## src/rtl/tx_sample_serializer.sv

```systemverilog
// Block-oriented TX sample serializer: DEPTH slots loaded in IDLE, committed, then emitted one per txstrobe.
// Optional underrun counter (underrun_cnt / cnt_clr) is enabled by defining TXSER_UNDERRUN_CNT_EN.
module tx_sample_serializer #(
  parameter int DEPTH = 6,
  parameter int WIDTH = 16
) (
  input  logic             clk,
  input  logic             reset,
  input  logic             txstrobe,
  input  logic             wr_en,
  input  logic [2:0]       sel,
  input  logic [WIDTH-1:0] wr_data,
  input  logic             commit,
`ifdef TXSER_UNDERRUN_CNT_EN
  input  logic             cnt_clr,
  output logic [15:0]      underrun_cnt,
`endif
  output logic [WIDTH-1:0] out_sample,
  output logic             out_valid,
  output logic             ready,
  output logic             busy,
  output logic             underrun
);

  typedef enum logic [1:0] {
    ST_IDLE  = 2'd0,
    ST_ARMED = 2'd1,
    ST_SEND  = 2'd2
  } state_t;

  state_t           state_r;
  logic [WIDTH-1:0] slot_r [DEPTH];
  logic [2:0]       idx_r;
  logic [WIDTH-1:0] out_sample_r;
  logic             out_valid_r;
  logic             underrun_r;
  logic             ready_r;
  logic             busy_r;
  logic             idle_strobe_s;

  assign idle_strobe_s = (state_r == ST_IDLE) && txstrobe;

  // Control FSM, slot storage and registered outputs
  always_ff @(posedge clk or negedge reset) begin
    if (!reset) begin
      state_r      <= ST_IDLE;
      idx_r        <= 3'd0;
      out_sample_r <= {WIDTH{1'b0}};
      out_valid_r  <= 1'b0;
      underrun_r   <= 1'b0;
      ready_r      <= 1'b1;
      busy_r       <= 1'b0;
      for (int i = 0; i < DEPTH; i++) begin
        slot_r[i] <= {WIDTH{1'b0}};
      end
    end else begin
      out_valid_r <= 1'b0;
      underrun_r  <= 1'b0;
      case (state_r)
        ST_IDLE: begin
          // Slots are writable only here; a write alongside commit lands in the block
          for (int i = 0; i < DEPTH; i++) begin
            if (wr_en && (sel == 3'(i + 1))) begin
              slot_r[i] <= wr_data;
            end
          end
          if (txstrobe) begin
            out_sample_r <= {WIDTH{1'b0}};
            underrun_r   <= 1'b1;
          end
          if (commit) begin
            state_r <= ST_ARMED;
            ready_r <= 1'b0;
            busy_r  <= 1'b1;
          end
        end
        ST_ARMED: begin
          if (txstrobe) begin
            out_sample_r <= slot_r[0];
            out_valid_r  <= 1'b1;
            idx_r        <= 3'd1;
            state_r      <= ST_SEND;
          end
        end
        ST_SEND: begin
          if (txstrobe) begin
            out_sample_r <= slot_r[idx_r];
            out_valid_r  <= 1'b1;
            if (idx_r == 3'(DEPTH - 1)) begin
              idx_r   <= 3'd0;
              state_r <= ST_IDLE;
              ready_r <= 1'b1;
              busy_r  <= 1'b0;
            end else begin
              idx_r <= idx_r + 3'd1;
            end
          end
        end
        default: begin
          state_r <= ST_IDLE;
          idx_r   <= 3'd0;
          ready_r <= 1'b1;
          busy_r  <= 1'b0;
        end
      endcase
    end
  end

`ifdef TXSER_UNDERRUN_CNT_EN
  logic [15:0] underrun_cnt_r;

  // Saturating underrun counter; clear has priority over a same-cycle increment
  always_ff @(posedge clk or negedge reset) begin
    if (!reset) begin
      underrun_cnt_r <= 16'd0;
    end else if (cnt_clr) begin
      underrun_cnt_r <= 16'd0;
    end else if (idle_strobe_s && (underrun_cnt_r != 16'hFFFF)) begin
      underrun_cnt_r <= underrun_cnt_r + 16'd1;
    end else begin
      underrun_cnt_r <= underrun_cnt_r;
    end
  end

  assign underrun_cnt = underrun_cnt_r;
`endif

  assign out_sample = out_sample_r;
  assign out_valid  = out_valid_r;
  assign underrun   = underrun_r;
  assign ready      = ready_r;
  assign busy       = busy_r;

endmodule

```

## config.mk

```make
export PLATFORM = sky130hd
export DESIGN_NAME = tx_sample_serializer
export DESIGN_NICKNAME = d
export VERILOG_FILES = /design/src/rtl/tx_sample_serializer.sv
export SDC_FILE = /design/constraint.sdc
export NUM_CORES = 1
export LEC_CHECK = 0
export ABC_AREA = 1
export BUFFER_PORTS_ARGS = -buffer_cell sky130_fd_sc_hd__buf_2
export CORE_MARGIN = 3
export CORE_UTILIZATION = 48
export CTS_CLUSTER_SIZE = 8
export DETAILED_ROUTE_END_ITERATION = 8
export GPL_TIMING_DRIVEN = 0
export PLACE_DENSITY = 0.66
export SKIP_CTS_REPAIR_TIMING = 1
export SLEW_MARGIN = 20
export SYNTH_ARGS = -nofsm -noshare
export SYNTH_HDL_FRONTEND = slang
export SYNTH_SLANG_ARGS = --single-unit
```

## constraint.sdc

```tcl
create_clock -name clk -period 2 [get_ports clk]
set_input_delay 0.4 -clock clk [delete_from_list [all_inputs] [get_ports clk]]
set_output_delay 0.4 -clock clk [all_outputs]
set_load 0.02 [all_outputs]
```

==> impl_metrics.yaml, run 1 <==
logic_synthesis:
  synthCells: 751
  syn_avg_cell_area_um2: 8.26
  netlist_area_um2: 6200
  ys_warn_count: 0
  syn_nets: 780
  yosysSeqAreaShare: 0.488
  ys_seq_elements: 121
  synth_cell_types: 38
die:
  io_pins: 44
  placementRows: 40
  core_area_um2: 12300
  start_util: 0.504
  die_y_um: 120
  die_w_um: 120
  dieArea_um2: 14300
sta:
  fin_crit_ns: 1.83
  slew_viol_final: 0
  setup_viol: 0
  worstMarginPinSlew_ns: 0.554
  fmax_mhz: 547
  skew_ns: 0.0105
  report.final.hold_viol_count: 0
  rsz0062_at_grt: "no"
  period_share: 0.913
  setup_slack_ns: 0.173
  slew_headroom: 0.630
  final.setup.tns_ns: 0
cells_and_area:
  regArea_um2: 3030
  synthToLayoutAreaGrowth_pct: 16.6
  n_antenna_cell: 0
  fillerInstances: 1136
  multi_input_area_um2: 2580
  utilization: 0.587
  post-route-cell-area_um2: 7230
  drive_gt1_frac: 0.214
  layout.nets: 844
routing:
  dr.pass1.iters: 5
  wl_per_cell_um: 14.8
  routed_via_density: 4.99
  ant_nets: 0
  via_count: 4970
  first_iter_violations: 324
  wirelength_um: 14800
  drc: 0
hold_path:
  hp-class: "input port to flip-flop"
placement:
  placed_area_um2: 6660
  dp_hpwl_um: 10800
  pre_cts_ws_ns: 0.182
  io_buffers: 43
  finalWeightedCongestion: 0.894
global_route:
  grt_pass1_wl_um: 24900
  antenna_found_initial: 0
  grt_overflow: 0
  grt_pass1_vias: 4804
  grt_usage: 0.222
  grt_max_degree: 65
power:
  power_density_nw_per_um2: 1620
  clkPwrFrac: 0.245
  p_sw_frac: 0.391
  internal_power_mw: 7.12
  p_comb_frac: 0.394
  p_leak_nw: 3.87
  peakVddDrop_mv: 0.645
  p_switching_mw: 4.57
  pwr-share-seq: 0.361
critical_path:
  worstSetupPathType: "flip-flop to flip-flop"
  worst-r2r-setup-slack_ns: 0.17
  worstPathArrival_ns: 2.12
  worstPathMaxFanout: 10
  cp-end-kind: "flip-flop"
  worstPathRequired_ns: 2.30
  startpoint_type: "flip-flop"
cts:
  clock_path_buffers: 2
  clk_pin_slew_worst_paths_ns: 0.05
  cts_root_buffer: "clkbuf_16"
  htreeDepth: 4
  clkSinkCount: 121
  cts_tree: "done"
  cts_buffers: 17
  clock_latency_ns: 0.42
flow_run:
  maxCapViolations: 0
run_status:
  status: "completed"
[routing by layer]
metal | vias up | part of all wire | wire length, um | GRT usage
li1 | 2496 | - | - | -
met1 | 2320 | 0.47 | 6910 | 0.312
met2 | 133 | 0.46 | 6720 | 0.346
met3 | 21 | 0.057 | 835 | 0.0410
met4 | 0 | 0.020 | 292 | 0.0823
met5 | - | 0 | 0 | 0
[sequential cells by signal, indices dropped and copies added, names as in the netlist]
signal      flops
state_r         2
slot_r         96
underrun        1
out_sample     16
busy            1
out_valid       1
ready           1
idx_r           3
[cell usage in the layout (no fill, tap or decap), types with 4 or more instances in the layout]
cell and count:
nand2_2 7, buf_6 23, clkbuf_8 4, clkbuf_1 4, buf_2 50, nand3_1 17, buf_4 7, o211ai_1 14
nand2_1 345, o21ai_1 56, clkinv_2 5, dfrtp_1 120, o21ai_2 40, or2_1 13, clkbuf_16 17, inv_1 58
ha_1 5
[per-stage QoR]
stage / std cells / total power, mW / hold WS (ns)
after CTS: 994 / 11.7 / -0.0436
final: 995 / 11.7 / 0.214
after global routing: 995 / 12.6 / 0.220
after floorplan: 751 / 7.57 / 0.104
after detailed placement: 963 / 8.81 / 0.402
after global placement: 962 / 8.67 / 0.457
[critical path, stage by stage, from the launching register on]
cell     delay, ns
dfrtp_1       0.40
inv_1         0.13
ha_1          0.30
nand2_2       0.18
nor2_4        0.18
nand2_2       0.12
buf_2         0.23
nand2_1       0.10
o21ai_2       0.05
[power by group through the flow]
stage / registers [mW] / logic (mW) / clock network [mW]
2_1_floorplan: 4.30 / 3.27 / 0
3_3_place_gp: 4.18 / 4.49 / 0
3_5_place_dp: 4.23 / 4.59 / 0
4_1_cts: 4.20 / 4.62 / 2.91
5_1_grt: 4.34 / 5.24 / 3.02
6_report: 4.22 / 4.61 / 2.86
[synthesized netlist by cell type (all sizes together)]
cell,instances,share of area
buf,38,0.055
clkinv,1,0.00060
nand2,353,0.22
nand3,20,0.022
a31oi,1,0.0010
or2,17,0.017
a22oi,1,0.0012
a21oi,4,0.0038
o2111ai,1,0.0014
dfrtp,120,0.48
o211ai,16,0.021
o21ai,99,0.11
o31ai,1,0.0012
ha,5,0.010
inv,62,0.039
dfstp,1,0.0042
nor2,8,0.012
o21a,1,0.0012
clkbuf,2,0.0012
[logic make-up after synthesis]
group           share of synthesized area
simple gates                        0.269
compound gates                      0.137
flops                               0.488
buf+inv                            0.0960
fa+ha+maj                          0.0101
[cell type report]
class,count,share of cell area
clock inverters,8,0.00969
clock buffers,23,0.0675
well taps,168,0.0291
repair buffers,45,0.0358
plain buffers,40,0.0486
flip-flops and latches,121,0.419
multi-input cells,527,0.356
inverters,63,0.0338
[final timing paths]
kind	start	to	cells past startpoint
setup / recovery	state_r[1]	slot_r[2]	8
hold / removal	txstrobe	out_valid	3
setup reg to reg	state_r[1]	slot_r[2]	8
hold reg to reg	out_sample[0]	out_sample[0]	2
max in group asynchronous	reset	slot_r[72]	3
min in group asynchronous	reset	out_sample[1]	2
(Power assumes the default switching activity.)
==> run 2, diff against run 1 <==
Settings changed: CORE_ASPECT_RATIO set to 1.4, CORE_UTILIZATION 48 to 60, PLACE_DENSITY 0.66 to 0.79.
==> run 2 against run 1 <==
  * Non-clock buffer count unchanged
  * Clock power rose by 11%
  * Via count up 3.0%
  * Die area decreased by 19%
  * Sequential cell count unchanged
  * Combinational power up 1%
  * Critical endpoint is now out_sample[14]
  * Total power rose by 3.2%
==> impl_metrics.yaml, run 2 (synthesized netlist as in run 1, its figures left out) <==
run_status:
  status: "completed"
routing:
  ant_nets: 0
  first_iter_violations: 384
  wirelength_um: 14900
  wl_per_cell_um: 15.5
  via_count: 5120
  drc: 0
  dr.pass1.iters: 5
  routed_via_density: 5.32
sta:
  setup_viol: 0
  report.final.hold_viol_count: 0
  skew_ns: 0.00522
  period_share: 0.929
  fmax_mhz: 538
  final.setup.tns_ns: 0
  fin_crit_ns: 1.86
  slew_viol_final: 0
  rsz0062_at_grt: "no"
  slew_headroom: 0.633
  worstMarginPinSlew_ns: 0.551
cells_and_area:
  largest_reg_flops: 96
  final_cell_mix: "nand2_1, dfrtp_1, inv_1, o21ai_1, buf_2"
  regMostFlops: "slot_r"
  synthToLayoutAreaGrowth_pct: 17.0
  mostFrequentLayoutCell: "nand2_1"
  drive_gt1_frac: 0.216
  n_antenna_cell: 0
  layout.nets: 844
  post-route-cell-area_um2: 7250
power:
  peakVddDrop_mv: 1.07
  power_density_nw_per_um2: 1660
  p_leak_nw: 3.90
  power_mw: 12.1
cts:
  cts_root_buffer: "clkbuf_16"
  cts_buffers: 17
  htreeDepth: 4
  cts_tree: "done"
  clock_latency_ns: 0.41
  clk_pin_slew_worst_paths_ns: 0.06
  clock_path_buffers: 2
  clkSinkCount: 121
hold_path:
  min_from: "txstrobe"
  min_path_cells: 3
  hp-class: "input port to flip-flop"
  min_to: "out_valid"
flow_run:
  maxCapViolations: 0
global_route:
  grt_max_degree: 64
  grt_pass1_wl_um: 25200
  grt_pass1_vias: 5153
  grt_usage: 0.276
  grt_overflow: 0
  antenna_found_initial: 0
die:
  core_area_um2: 10000
  io_pins: 44
  die_w_um: 91.9
  start_util: 0.620
  die_y_um: 126
  dieArea_um2: 11600
  placementRows: 43
placement:
  finalWeightedCongestion: 0.883
  placed_area_um2: 6620
  io_buffers: 43
  dp_hpwl_um: 10600
critical_path:
  reg2reg_depth: 8
  startpoint_type: "flip-flop"
  worstPathMaxFanout: 10
  worstSetupPathType: "flip-flop to flip-flop"
  crit-reg2reg-launch: "state_r[1]"
  crit_path_top_delay_cell: "buf_1"
  crit_top_cell: "nand2_1"
  critical_path.top_delay_family: "buffers and inverters"
  worst-r2r-setup-slack_ns: 0.14
  slowest_delay_ns: 0.41
  worstPathArrival_ns: 2.21
  critPathBufInv: 3
  crit_chain: "inv_1 > ha_1 > buf_2 > buf_1 > nand2_1 > nand2_1 > nand2_1 > nand2_1"
  cp-end-kind: "flip-flop"
  worstReg2RegEnd: "out_sample[14]"
  worstPathRequired_ns: 2.35
==> run 2: cell types whose count changed in the layout (fill, tap and decap cells not counted) <==
cell       previous run  this run
clkinv_2              5         2
clkinv_4              0         3
bufinv_16             1         3
clkbuf_1              4         3
==> run 2: stage by stage <==
stage / utilization / setup slack [ns] / cells / hold slack [ns]
after CTS: 0.724 / 0.139 / 962 / -0.0290
after floorplan: - / 0.510 / 751 / 0.104
after global routing: 0.725 / 0.000376 / 963 / 0.224
after detailed placement: 0.661 / 0.164 / 930 / 0.398
final: 0.725 / 0.141 / 963 / 0.233
after global placement: 0.658 / -0.887 / 929 / 0.457
==> run 2: how the worst max path moves through the flow <==
stage,endpoint,slack (ns),cells after the start,startpoint
2_1_floorplan,slot_r[81],0.51,8,state_r[0]
3_3_place_gp,slot_r[40],-0.89,1,reset
3_5_place_dp,out_sample[10],0.16,8,state_r[1]
4_1_cts,out_sample[6],0.14,8,state_r[1]
5_1_grt,out_sample[6],0.0004,8,state_r[1]
6_report,out_sample[14],0.14,8,state_r[1]
==> run 2: report_power, final <==
part           total [mW]  internal (mW)  switching [mW]
clock network        3.18           2.09            1.09
registers            4.22           3.56           0.657
logic                4.67           1.74            2.92
==> run 2: area by class of cell <==
type / instances / area (um^2)
Fill cell: 821 / 2750
Clock buffer: 22 / 484
Inverter: 63 / 244
Sequential cell: 121 / 3030
Tap cell: 135 / 169
Buffer: 40 / 352
Timing Repair Buffer: 45 / 259
Multi-Input combinational cell: 527 / 2580
Clock inverter: 10 / 141
==> run 2: metal layers <==
layer	track usage	vias up	wire length [um]
met1	0.363	2392	6220
met5	0	-	0
met4	0.115	0	352
li1	-	2494	-
met3	0.0526	34	928
met2	0.449	200	7410
==> run 2: tightest hold or removal path, delay by kind of cell <==
family                 cells  cell delay, ns
AND/OR/NAND/NOR            1            0.05
buffers and inverters      2            0.15
